### src/rtl/rv_multicycle_ctrl.sv
// Multicycle RV32I control FSM driving a shared ALU / unified memory datapath.
// Optional macro RV_PERF_CNT_EN adds cycle and retired-instruction counters.
module rv_multicycle_ctrl #(
    parameter int CNT_W = 32
) (
    input  logic             clk,
    input  logic             rst,
    input  logic [6:0]       op,
    input  logic [2:0]       funct3,
    input  logic             funct7b5,
    input  logic             Zero,
    input  logic             mem_ready,
    output logic             mem_req,
    output logic             PCWrite,
    output logic             AdrSrc,
    output logic             IRWrite,
    output logic             MemWrite,
    output logic             RegWrite,
    output logic [1:0]       ResultSrc,
    output logic [1:0]       ALUSrcA,
    output logic [1:0]       ALUSrcB,
    output logic [2:0]       ALUControl,
    output logic [1:0]       ImmSrc,
    output logic [3:0]       state_o,
    output logic             instr_done,
    output logic             illegal_op,
    output logic [CNT_W-1:0] cycle_cnt,
    output logic [CNT_W-1:0] instret_cnt
);

    localparam logic [6:0] OP_LW  = 7'b0000011;
    localparam logic [6:0] OP_SW  = 7'b0100011;
    localparam logic [6:0] OP_R   = 7'b0110011;
    localparam logic [6:0] OP_I   = 7'b0010011;
    localparam logic [6:0] OP_BEQ = 7'b1100011;
    localparam logic [6:0] OP_JAL = 7'b1101111;

    localparam logic [2:0] ALU_ADD = 3'b000;
    localparam logic [2:0] ALU_SUB = 3'b001;
    localparam logic [2:0] ALU_AND = 3'b010;
    localparam logic [2:0] ALU_OR  = 3'b011;
    localparam logic [2:0] ALU_SLT = 3'b101;

    typedef enum logic [3:0] {
        S_FETCH    = 4'd0,
        S_DECODE   = 4'd1,
        S_MEMADR   = 4'd2,
        S_MEMREAD  = 4'd3,
        S_MEMWB    = 4'd4,
        S_MEMWRITE = 4'd5,
        S_EXECR    = 4'd6,
        S_EXECI    = 4'd7,
        S_ALUWB    = 4'd8,
        S_BEQ      = 4'd9,
        S_JAL      = 4'd10
    } state_t;

    state_t     state_q;
    state_t     state_d;
    logic [2:0] alu_funct;

    // Ungated strobes; reset forces them low below.
    logic pc_write_raw;
    logic ir_write_raw;
    logic mem_write_raw;
    logic reg_write_raw;
    logic mem_req_raw;
    logic done_raw;
    logic illegal_raw;

    // State register with synchronous reset to FETCH.
    always_ff @(posedge clk) begin
        if (rst) begin
            state_q <= S_FETCH;
        end else begin
            state_q <= state_d;
        end
    end

    // ALU operation for R/I-type execute; sub only for R-type funct7b5.
    always_comb begin
        alu_funct = ALU_ADD;
        case (funct3)
            3'b000:  alu_funct = (op[5] & funct7b5) ? ALU_SUB : ALU_ADD;
            3'b010:  alu_funct = ALU_SLT;
            3'b110:  alu_funct = ALU_OR;
            3'b111:  alu_funct = ALU_AND;
            default: alu_funct = ALU_ADD;
        endcase
    end

    // Immediate format follows the opcode in every state.
    always_comb begin
        ImmSrc = 2'b00;
        case (op)
            OP_SW:   ImmSrc = 2'b01;
            OP_BEQ:  ImmSrc = 2'b10;
            OP_JAL:  ImmSrc = 2'b11;
            default: ImmSrc = 2'b00;
        endcase
    end

    // Next-state logic and Moore datapath controls.
    always_comb begin
        state_d       = S_FETCH;
        pc_write_raw  = 1'b0;
        ir_write_raw  = 1'b0;
        mem_write_raw = 1'b0;
        reg_write_raw = 1'b0;
        mem_req_raw   = 1'b0;
        done_raw      = 1'b0;
        illegal_raw   = 1'b0;
        AdrSrc        = 1'b0;
        ResultSrc     = 2'b00;
        ALUSrcA       = 2'b00;
        ALUSrcB       = 2'b00;
        ALUControl    = ALU_ADD;
        case (state_q)
            S_FETCH: begin
                mem_req_raw  = 1'b1;
                ALUSrcB      = 2'b10;
                ResultSrc    = 2'b10;
                ir_write_raw = mem_ready;
                pc_write_raw = mem_ready;
                state_d      = mem_ready ? S_DECODE : S_FETCH;
            end
            S_DECODE: begin
                ALUSrcA = 2'b01;
                ALUSrcB = 2'b01;
                case (op)
                    OP_LW:   state_d = S_MEMADR;
                    OP_SW:   state_d = S_MEMADR;
                    OP_R:    state_d = S_EXECR;
                    OP_I:    state_d = S_EXECI;
                    OP_BEQ:  state_d = S_BEQ;
                    OP_JAL:  state_d = S_JAL;
                    default: begin
                        illegal_raw = 1'b1;
                        state_d     = S_FETCH;
                    end
                endcase
            end
            S_MEMADR: begin
                ALUSrcA = 2'b10;
                ALUSrcB = 2'b01;
                state_d = op[5] ? S_MEMWRITE : S_MEMREAD;
            end
            S_MEMREAD: begin
                mem_req_raw = 1'b1;
                AdrSrc      = 1'b1;
                state_d     = mem_ready ? S_MEMWB : S_MEMREAD;
            end
            S_MEMWB: begin
                ResultSrc     = 2'b01;
                reg_write_raw = 1'b1;
                done_raw      = 1'b1;
                state_d       = S_FETCH;
            end
            S_MEMWRITE: begin
                mem_req_raw   = 1'b1;
                AdrSrc        = 1'b1;
                mem_write_raw = 1'b1;
                done_raw      = mem_ready;
                state_d       = mem_ready ? S_FETCH : S_MEMWRITE;
            end
            S_EXECR: begin
                ALUSrcA    = 2'b10;
                ALUSrcB    = 2'b00;
                ALUControl = alu_funct;
                state_d    = S_ALUWB;
            end
            S_EXECI: begin
                ALUSrcA    = 2'b10;
                ALUSrcB    = 2'b01;
                ALUControl = alu_funct;
                state_d    = S_ALUWB;
            end
            S_ALUWB: begin
                reg_write_raw = 1'b1;
                done_raw      = 1'b1;
                state_d       = S_FETCH;
            end
            S_BEQ: begin
                ALUSrcA      = 2'b10;
                ALUSrcB      = 2'b00;
                ALUControl   = ALU_SUB;
                pc_write_raw = Zero;
                done_raw     = 1'b1;
                state_d      = S_FETCH;
            end
            S_JAL: begin
                ALUSrcA      = 2'b01;
                ALUSrcB      = 2'b10;
                pc_write_raw = 1'b1;
                state_d      = S_ALUWB;
            end
            default: state_d = S_FETCH;
        endcase
    end

    assign PCWrite    = pc_write_raw & ~rst;
    assign IRWrite    = ir_write_raw & ~rst;
    assign MemWrite   = mem_write_raw & ~rst;
    assign RegWrite   = reg_write_raw & ~rst;
    assign mem_req    = mem_req_raw & ~rst;
    assign instr_done = done_raw & ~rst;
    assign illegal_op = illegal_raw & ~rst;
    assign state_o    = state_q;

`ifdef RV_PERF_CNT_EN
    logic [CNT_W-1:0] cycle_q;
    logic [CNT_W-1:0] instret_q;

    // Free-running performance counters, wrapping at 2^CNT_W.
    always_ff @(posedge clk) begin
        if (rst) begin
            cycle_q   <= '0;
            instret_q <= '0;
        end else begin
            cycle_q <= cycle_q + CNT_W'(1);
            if (instr_done) begin
                instret_q <= instret_q + CNT_W'(1);
            end
        end
    end

    assign cycle_cnt   = cycle_q;
    assign instret_cnt = instret_q;
`else
    assign cycle_cnt   = '0;
    assign instret_cnt = '0;
`endif

endmodule

### config.mk
export PLATFORM = sky130hd
export DESIGN_NAME = rv_multicycle_ctrl
export DESIGN_NICKNAME = d
export VERILOG_FILES = /design/src/rtl/rv_multicycle_ctrl.sv
export SDC_FILE = /design/constraint.sdc
export NUM_CORES = 1
export LEC_CHECK = 0
export BUFFER_PORTS_ARGS = -buffer_cell sky130_fd_sc_hd__buf_4
export CAP_MARGIN = 20
export CORE_MARGIN = 8
export CORE_UTILIZATION = 38
export DETAILED_ROUTE_END_ITERATION = 16
export PLACE_DENSITY = 0.93
export SETUP_SLACK_MARGIN = 0.15
export SLEW_MARGIN = 30
export SYNTH_ARGS = -nofsm -noshare
export SYNTH_HDL_FRONTEND = slang
export SYNTH_SLANG_ARGS = --single-unit
### constraint.sdc
create_clock -name clk -period 1.67 [get_ports clk]
set_input_delay 0.334 -clock clk [delete_from_list [all_inputs] [get_ports clk]]
set_output_delay 0.334 -clock clk [all_outputs]
set_load 0.1 [all_outputs]
# After elaboration in Yosys (flattened, before gate mapping)
# Cells that the tools add are included.
word_totals:
  register_bits: 4
  elab_cells: 65
op_classes:
  reduce_logical: 14
  n_mux: 22
  eq_ne: 19
  bitwise: 9
op_table:
  columns: ["op", "count"]
  rows:
  - ["$pmux 4 s6", 1]
  - ["$pmux 4 s5", 1]
  - ["$eq 4x3->1 const B", 4]
  - ["$eq 7x6->1 const B", 2]
  - ["$eq 7x7->1 const B", 2]
  - ["$eq 4x4->1 const B", 3]
  - ["$pmux 2 s2", 3]
  - ["$pmux 3 s4", 1]
  - ["$reduce_or 2->1", 6]
  - ["$reduce_or 3->1", 4]
  - ["$mux 1", 9]
  - ["$mux 3", 3]
  - ["$and 1x1->1", 8]
  - ["$eq 4x2->1 const B", 2]
  - ["$eq 7x2->1 const B", 1]
  - ["$eq 7x5->1 const B", 1]
  - ["$eq 3x3->1 const B", 2]
  - ["$pmux 2 s3", 1]
  - ["$pmux 3 s2", 1]
  - ["$reduce_or 6->1", 1]
  - ["$eq 4x1->1 const B", 1]
  - ["$logic_not 4->1", 1]
  - ["$reduce_or 4->1", 1]
  - ["$eq 3x2->1 const B", 1]
  - ["4 further kinds", 4]

# Logic depth before layout (Yosys ltp)
depth:
  depth_word: 5
  depth_mapped: 5
  ltp_nobuf: 3

# Least setup slack after synthesis
# OpenSTA, ideal clock, no wires.
synth_timing:
  kind: "reg-to-output"
  from: "register state_q[1] (netlist: state_o[1])"
  to: "output port ResultSrc[1]"
  required_ns: 1.336
  slack_ns: -2.719
  path_stages_with_launch: 4
  t_arrival_ns: 4.055
  cell_sequence: "dfxtp_1 -> buf_2 -> clkbuf_1 -> nor4_1"
synth_between:
  elab_chain_cells: 2
synth_lines:
  columns: ["item", "line", "text"]
  rows:
  - ["start: declaration", "58", "state_t state_q;"]
  - ["start signal: assignment", "76", "state_q <= state_d;"]
  - ["$eq 4x3->1 or $logic_not 4->1 (tied branches)", "118", "case (state_q)"]
  - ["$pmux 2 s2 *", "118", null]
  - ["end: declaration", "19", "output logic [1:0] ResultSrc,"]
# Mark *: on every way between the ends. The rest lies on a longest branch, timed or not.

# Worst setup path in the final report
layout_timing:
  from: "register state_q[0] (netlist: state_o[0])"
  to: "output port mem_req"
layout_between:
  elab_chain_cells: 4
layout_lines:
  columns: ["item", "line", "text"]
  rows:
  - ["$eq 4x3->1, or another cell as far along", "118", null]
  - ["$reduce_or 3->1 (no source line) *", null, null]
  - ["$mux 1 *", "118", null]
  - ["$and 1x1->1 *", "205", "assign mem_req = mem_req_raw & ~rst;"]
  - ["end: declaration", "13", "output logic mem_req,"]
# Marks and branches as above.

==> results.txt <==
Ys Warns: 0
Fill cells: 176
Initial core utilization: 0.3852
FP Rows: 20
Outcome: finished with violations
Initial DRT Pass Iterations: 4
Seq pwr share: 0.079
Post-synth top area share: 0.4290
# DRC: 0
Vias in the first global route: 1337
Failing checks: setup timing
Antenna violations before repair: 0
R2R setup slack: -0.05 ns
Syn_area_per_cell: 7.291 sq um
Post-CTS Hold Buffers: 0
Sink Count: 4
Synth Register Bits: 4
FF+latch area: 95.09 sq um
Die Wd: 70.71 um
Share of layout cells above drive strength 1: 0.5714
Setup slack after layout: -0.1871 ns
Worst Hold Depth: 4
Placed instance area: 1580 sq um
Fmax: 538.5 MHz
Final ANT Viol Nets: 0
Clock power share: 0.106
Global placement routability congestion: 0.8459
I/O pins: 102
Min-delay worst type: input port to flip-flop
Core outline area: 2953 sq um
First-pass GRT wire length: 5.927 mm
Hold Startpoint: op[6]
Multi-input gate area: 1110 sq um
R2R Path End: state_o[3]$_SDFF_PP0_
Clk root buf: clkbuf_4
Placed cell count: 238
Final core occ: 0.7216
Slew Limit Fails: 0
CP endpoint kind: primary output
Routed vias: 1212
Clk slew on worst S/H paths: 0.04 ns
Tot GR Track Use: 0.1422
Antenna cell count: 0
Final WL: 4.538 mm
RSZ-0062 raised after global routing: yes
Comb pwr share: 0.815
Mapped cell area: 1137 sq um
Power Internal: 322.1 uW
Fin crit share: 1.112
Final Hold Fails: 0
Setup violations, final: 17
Max FO, Critical Path: 7
Reg2Reg Depth: 6
Post-Syn Instances: 156
# nets final: 241
Clock buffer depth: 2
Fin cells: 257
Peak VDD IR: 0.5306 mV
CP Launch Type: flip-flop
I/O Buffers: 37
Grt ovf: 0
Max cap viols: 0
Design Power: 1220 uW
Starting DRT DRC Count: 78
Asr flop ratio synth: 0
CP Data Required Time: 1.34 ns
P_sw: 897.6 uW
Synthesis-to-layout area growth: 87.35%
Synth area leader: buf_4
Setup Crit Path Kind: flip-flop to primary output
Hpwl dp: 2.863 mm
Worst clock skew: 0.0009014 ns
Largest net degree at the start of global routing: 14
DIE AREA: 5000 sq um
Worst-Skew Late Latency: 0.24 ns
Largest cells by area after synthesis: buf_4 (43%), dfxtp_1 (7.0%), nor2b_1 (3.9%)
Htree depth: 1
Final instance area: 2131 sq um
P_leak: 0.0009506 uW
Routed wire per std cell: 17.66 um
Post-synth cell types: 43
Sw Ratio: 0.7359
Worst relative slew slack: 0.6203
Post-synth EDFFs: 0
Power Dens Cells: 572.4 nW/um^2
Top_reg_cell synth: dfxtp_1
Final Critical Period: 1.857 ns
Worst r2r src: state_o[1]$_SDFF_PP0_
Vias/cell: 4.716
Commonest non-fill, non-tap cell in the layout: conb_1
Setup TNS: -1.612 ns
Worst Path Arrival: 1.52 ns
Worst-Margin Slew: 0.5635 ns
CTS tree: built
Die height: 70.71 um
Number of flip-flops in the largest register: 4
Total CTS buffers: 3
Most frequent cells in the layout: conb_1 (64), buf_4 (42), buf_12 (20)
Seq/Total Area, Yosys: 0.07041
Hold endpoint: state_o[2]$_SDFF_PP0_
[power groups by stage]
stage               combinational, uW  clock [uW]  sequential [uW]
floorplan                         925           0              109
global placement                  895           0              101
detailed placement                899           0              101
CTS                               955         129             96.5
global route                     1020         139             97.1
finish                            994         129             97.0
[cells in the mapped netlist, drive strengths merged (2+ instances only)]
cell and number:
inv 3, buf 68, nor3 8, and3b 4
dfxtp 4, xor2 2, clkbuf 4, o21ai 8
a221oi 3, and3 2, nor2 7, nand4 2
nand3 2, nor3b 3, nand2b 2, nand2 3
mux2i 3, nor2b 7
[logic make-up (layout without fill, tap and decap cells)]
logic type / count (synthesis) / count (layout) / share of synthesized area
AO/OA/AOI/OAI: 22 / 22 / 0.1430
XOR/XNOR: 3 / 3 / 0.02311
buffers and inverters: 75 / 80 / 0.4708
flip-flops: 4 / 4 / 0.07041
multiplexers: 3 / 3 / 0.02640
other: 1 / 64 / 0.003297
AND/OR/NAND/NOR: 48 / 48 / 0.2629
[worst max-delay path, stage by stage (launching register included)]
cell and delay [ns]:
dfxtp_4 0.36, or3_1 0.38, o21ai_1 0.10, nor3b_4 0.23, buf_12 0.20
[cell type report]
class | instances | share of cell area
inverter | 3 | 0.005285
timing repair buffer | 74 | 0.3993
clock buffer | 3 | 0.01057
sequential | 4 | 0.04463
multi-input combinational | 140 | 0.5208
tap | 33 | 0.01938
[worst max path at each step]
| stage | end | start | slack, ns | depth (start not counted) |
|---|---|---|---|---|
| 5_1_grt | mem_req | state_o[2]$_SDFF_PP0_ | -0.24 | 5 |
| 4_1_cts | mem_req | state_o[1]$_SDFF_PP0_ | -0.16 | 4 |
| 3_5_place_dp | ImmSrc[0] | op[3] | -0.05 | 5 |
| 3_3_place_gp | ALUControl[0] | state_o[2]$_SDFF_PP0_ | 0.003 | 5 |
| 2_1_floorplan | PCWrite | state_o[0]$_SDFF_PP0_ | -0.62 | 5 |
| 6_report | mem_req | state_o[0]$_SDFF_PP0_ | -0.19 | 4 |
[layer usage]
metal  vias up  GRT usage  routed length [um]
met5         -          0                   0
met4         0    0.06928                 105
met3        10    0.03814                 277
met2        82     0.2791                2473
met1       574     0.1303                1682
li1        546          -                   -
[stage by stage]
| step | worst slack, ns | hold WS, ns |
|---|---|---|
| floorplan | -0.6229 | 0.5476 |
| global placement | 0.003199 | 0.6404 |
| detailed placement | -0.05038 | 0.6352 |
| CTS | -0.1575 | 0.4744 |
| global route | -0.2416 | 0.5175 |
| finish | -0.1871 | 0.5011 |
[repair_timing]
| action | in CTS | in global routing |
|---|---|---|
| setup endpoints to repair | 22 | 22 |
| resized for setup | 66 | 27 |
| setup buffers | 8 | 8 |
| endpoints found under the hold margin | 0 | 0 |
| pin swaps | 11 | 17 |
Power figures use the tool's default switching activity.
